==> src/rtl/rain_sequencer.sv <==
// rain_sequencer: frame-rate animation controller for the glyph-rain VGA path.
//   Runs on the pixel clock. It turns each vsync rising edge into a one-cycle
//   frame tick and advances the animation counter at a selectable rate. It
//   also supports pause and single-step, a sticky wrap flag and a palette id.
//
// Ports:
//   clk        pixel clock (only clock)
//   reset      synchronous, active-high
//   vsync      frame sync; a frame starts on its 0->1 transition
//   pause      level; 1 freezes the counter
//   step       level; a rising edge requests one advance while paused
//   speed      frames per advance = 1,2,4,8 for speed 0..3
//   pal_auto   1 = auto palette cycling (only with the macro below)
//   pal_sel    manual palette id
//   counter    animation counter (CNT_W bits)
//   rst_drop   sticky, set once the counter wraps
//   pid        palette id to the palette ROM
//   frame_tick one-cycle pulse per vsync rising edge
//
// Build option: define RAIN_SEQ_PALETTE_CYCLE_EN to compile in auto palette
// cycling. Without it, pid is simply pal_sel registered, and pal_auto and
// PAL_LOG2 are ignored.
module rain_sequencer #(
  parameter int CNT_W    = 10,
  parameter int PAL_LOG2 = 8
) (
  input  logic             clk,
  input  logic             reset,
  input  logic             vsync,
  input  logic             pause,
  input  logic             step,
  input  logic [1:0]       speed,
  input  logic             pal_auto,
  input  logic [1:0]       pal_sel,
  output logic [CNT_W-1:0] counter,
  output logic             rst_drop,
  output logic [1:0]       pid,
  output logic             frame_tick
);

  typedef enum logic [1:0] {S_RUN, S_PAUSED, S_STEP} state_t;

  state_t     state;
  logic [2:0] div_cnt, div_nxt, div_lim;
  logic       vs_q, st_q;
  logic       tick, step_edge, adv;

  assign tick      = vsync & ~vs_q;
  assign step_edge = step & ~st_q;

  always_comb begin
    case (speed)
      2'd0:    div_lim = 3'd0;
      2'd1:    div_lim = 3'd1;
      2'd2:    div_lim = 3'd3;
      default: div_lim = 3'd7;
    endcase
  end

  // Advance decision. A pause in RUN wins over a same-cycle tick. A step
  // advance leaves the divider untouched. The >= compare keeps a mid-count
  // speed reduction from stalling the divider.
  always_comb begin
    adv     = 1'b0;
    div_nxt = div_cnt;
    case (state)
      S_RUN: begin
        if (!pause && tick) begin
          if (div_cnt >= div_lim) begin
            div_nxt = 3'd0;
            adv     = 1'b1;
          end else begin
            div_nxt = div_cnt + 3'd1;
          end
        end
      end
      S_STEP:  adv = pause & tick;
      default: ;
    endcase
  end

  always_ff @(posedge clk) begin
    if (reset) begin
      state      <= S_RUN;
      div_cnt    <= 3'd0;
      vs_q       <= 1'b0;
      st_q       <= 1'b0;
      counter    <= '0;
      rst_drop   <= 1'b0;
      frame_tick <= 1'b0;
    end else begin
      vs_q       <= vsync;
      st_q       <= step;
      frame_tick <= tick;
      div_cnt    <= div_nxt;
      if (adv) begin
        counter <= counter + 1'b1;
        if (&counter) rst_drop <= 1'b1;
      end
      case (state)
        S_RUN:    if (pause) state <= S_PAUSED;
        S_PAUSED: begin
          if (!pause)         state <= S_RUN;
          else if (step_edge) state <= S_STEP;
        end
        S_STEP: begin
          // Dropping pause discards a pending step.
          if (!pause)    state <= S_RUN;
          else if (tick) state <= S_PAUSED;
        end
        default: state <= S_RUN;
      endcase
    end
  end

`ifdef RAIN_SEQ_PALETTE_CYCLE_EN
  // Auto mode bumps pid whenever the low PAL_LOG2 bits roll over. Manual mode
  // tracks pal_sel, so switching to auto continues from the current pid.
  always_ff @(posedge clk) begin
    if (reset)
      pid <= 2'd0;
    else if (!pal_auto)
      pid <= pal_sel;
    else if (adv && (&counter[PAL_LOG2-1:0]))
      pid <= pid + 2'd1;
  end
`else
  always_ff @(posedge clk) begin
    if (reset) pid <= 2'd0;
    else       pid <= pal_sel;
  end

  logic unused_pal;
  assign unused_pal = pal_auto ^ (PAL_LOG2 != 0);
`endif

endmodule

==> config.mk <==
export PLATFORM = sky130hd
export DESIGN_NAME = rain_sequencer
export DESIGN_NICKNAME = d
export VERILOG_FILES = /design/src/rtl/rain_sequencer.sv
export SDC_FILE = /design/constraint.sdc
export NUM_CORES = 1
export LEC_CHECK = 0
export CAP_MARGIN = 20
export CORE_MARGIN = 5
export CORE_UTILIZATION = 40
export DETAILED_ROUTE_END_ITERATION = 12
export PLACE_DENSITY = 0.67
export SYNTH_ARGS = -nofsm -noshare
export SYNTH_HDL_FRONTEND = slang
export SYNTH_SLANG_ARGS = --single-unit
==> constraint.sdc <==
create_clock -name clk -period 3.8 [get_ports clk]
set_input_delay 0.76 -clock clk [delete_from_list [all_inputs] [get_ports clk]]
set_output_delay 0.76 -clock clk [all_outputs]
set_load 0.005 [all_outputs]
==> summary.md <==
| Metric | Value |
|---|---|
| Outcome | `completed` |
| Die Wd | `58.6 um` |
| # H-tree levels | `1` |
| Met1 GRT Util | `15.9%` |
| WL per Instance | `about 12 um` |
| Final Skew | `0.0121 ns` |
| Vias in the first global route | `716` |
| Tmin final | `between 2 and 3 ns` |
| Vias | `815` |
| Cell total after placement | `151` |
| Cell count of the worst hold path | `2` |
| Worst skew pair latency | `0.31 ns` |
| Avg Cell Area, Syn | `approximately 9.1 sq um` |
| Least-Margin Pin Slew | `0.686 ns` |
| Routing usage on met3 | `a little over 3%` |
| Setup Crit Path Kind | `in2reg` |
| Peak VDD IR | `0.177 mV` |
| CP Data Arrival Time | `2.95 ns` |
| Total power | `between 0.0003 and 0.0004 W` |
| Max Cap Viol | `0` |
| Fin cells | `155` |
| RSZ-0062 raised after global routing | `false` |
| Row cnt | `17` |
| Routability Congestion | `0.702` |
| Crit end category | `flop` |
| Asr flop ratio synth | `0%` |
| #FFs+latches synth | `21` |
| Leakage power | `0.427 nW` |
| DR iter-0 viols | `12` |
| Synth Area in Simple Gates | `a little over a quarter` |
| Total grt overflow | `0` |
| Synthesized instance count | `around 100` |
| Hold Buf Count CTS | `0` |
| Setup Fix Bufs, Post-CTS | `0` |
| Root buf cell | `clkbuf_4` |
| Startpoint class of the critical path | `input port` |
| Post-synth EDFFs | `0` |
| CTS tree | `done` |
| Global routing's busiest layer | `met2` |
| # setup viols final | `0` |
| Crit path max fanout | `19` |
| CTS-repair resized insts | `0` |
| Vias per Instance | `5.26` |
| GR Util All Layers | `11.9%` |
| Synth Cell Area | `946 sq um` |
| Reg2Reg Depth | `7` |
| Die Y | `about 60 um` |
| Hpwl dp | `roughly 1400 um` |
| Synth cell types | `30` |
| Share of cells above drive strength 1 | `6.30%` |
| Relative slew slack | `54.1%` |
| Layout Nets | `approximately 140` |
| Core Region | `0.00223 sq mm` |
| Largest net degree at the start of global routing | `21` |
| DIE AREA | `0.00344 sq mm` |
| Synth Area in Compound Gates | `13.6%` |
| Mux share of post-synthesis cell area | `2.12%` |
| Slew Viols, Final | `0` |
| Synth Area in Adders | `about 6.6%` |
| Top Ports | `24` |
| Tcrit/Tclk final | `71.7%` |
| Clock transition at path regs | `about 0.11 ns` |
| Total power per unit cell area | `308 mW/mm^2` |
| Area Growth Syn to Fin | `28.7%` |
| Pre-Repair DR Iteration Count | `4` |
| Setup_tns | `0 ns` |
| Fmax | `around 370 MHz` |
| # fillers | `between 200 and 250` |
| CTS sink cnt | `21` |
| Num CTS Buffers | `3` |
| Antenna fix cells | `0` |
| Hold Fails Final Rpt | `0` |
| I/O Buffers | `22` |
| Deepest clock path buffer count | `2` |
| First-pass GRT wire length | `3190 um` |
| Xor and xnor area share after synthesis | `2.78%` |
| Residual DRC | `0` |
| M2 GR Usage | `18.0%` |
| Syn nets | `119` |
| Largest family of logic cells by synthesized area | `simple AND/OR/NAND/NOR gates` |
| Post-synth top flop | `dfxtp_1` |
| Fin Hold WS | `0.485 ns` |
| Initial antenna violation count | `0` |
| Initial Util | `about 42%` |
| YS warnings | `0` |
| Tightest Hold Check Type | `reg2reg` |
| Seq/Total Area, Yosys | `44.4%` |
| Crit path required time | `4.02 ns` |
| Final WL | `roughly 1900 um` |
| Remaining antenna violation count after routing | `0` |
-- registers in the layout (all words and copies together), names as in the netlist --
signal / count
pid: 2
vs_q: 1
st_q: 1
counter: 10
div_cnt: 3
frame_tick: 1
rst_drop: 1
state: 2
-- per-layer routing --
layer,vias to the layer above,share of wire (%)
met3,4,5.1
met2,20,45
met4,0,1.5
met5,-,0
met1,376,48
li1,415,-
-- kinds of logic after synthesis --
group | Yosys count
buf+inv | 8
xor+xnor | 3
compound gates | 23
fa+ha+maj | 5
mux | 2
flops | 21
simple gates | 42
-- stage by stage --
| step | worst slack (ns) | area [sq um] | util [%] |
|---|---|---|---|
| 6_report | 1.08 | 1220 | 54.5 |
| 2_1_floorplan | 1.37 | 946 | - |
| 5_1_grt | 0.894 | 1220 | 54.5 |
| 3_3_place_gp | 0.797 | 1190 | 53.3 |
| 4_1_cts | 1.08 | 1220 | 54.5 |
| 3_5_place_dp | 0.746 | 1190 | 53.3 |
-- path summary, 6_finish.rpt --
check,startpoint,to,slack (ns)
max reg2reg,div_cnt[0]$_SDFFE_PP0P_,counter[8]$_SDFFE_PP0P_,1.85
max,speed[1],counter[8]$_SDFFE_PP0P_,1.08
min,rst_drop$_SDFFE_PP0P_,rst_drop$_SDFFE_PP0P_,0.48
min reg2reg,rst_drop$_SDFFE_PP0P_,rst_drop$_SDFFE_PP0P_,0.48
-- Yosys cell counts (2+ instances only) --
library cell / number / area, sq um
clkbuf_1: 3 / 11.3
nand2_1: 8 / 30.0
o31ai_1: 3 / 22.5
nor3_1: 2 / 10.0
or3_1: 5 / 31.3
nand3_1: 2 / 10.0
nor2_1: 4 / 15.0
mux2i_1: 2 / 20.0
ha_1: 5 / 62.6
nand4_1: 2 / 12.5
xnor2_1: 2 / 17.5
inv_1: 5 / 18.8
dfxtp_1: 21 / 420
a21oi_1: 10 / 50.1
o21ai_0: 6 / 30.0
and2_1: 2 / 12.5
nor2b_1: 6 / 37.5
or4_1: 4 / 30.0
-- layout by cell type, fill, tap and decap left out, types with 3 or more instances in the layout --
cell,instances
nor2b_1,6
clkbuf_4,3
or4_1,4
nor2_1,4
dfxtp_1,21
o31ai_1,3
clkdlybuf4s50_1,22
a21oi_1,10
or3_1,5
inv_1,5
ha_1,5
o21ai_0,6
nand2_1,8
-- critical path: stages --
cell,delay (ns)
clkdlybuf4s50_1,0.44
or2_2,0.31
ha_1,0.28
nor2b_1,0.04
o21ai_1,0.20
a21oi_2,0.22
or4_1,0.55
a21oi_1,0.15
-- layout make-up --
cell class	count	area (sq um)	area share (%)
clock buffers	3	22.5	1.85
well taps	28	35.0	2.88
multi-input cells	75	495	40.7
flip-flops and latches	21	420	34.5
clock inverters	1	5.00	0.411
inverters	5	18.8	1.54
repair buffers	22	220	18.1
-- power breakdown --
group / switching [W] / leakage (nW) / internal [W] / total [W]
sequential: 0.00000351 / 0.171 / 0.000225 / 0.000229
combinational: 0.0000166 / 0.239 / 0.0000206 / 0.0000372
clock: 0.0000695 / 0.0177 / 0.0000393 / 0.000109
Power figures use the tool's default switching activity.
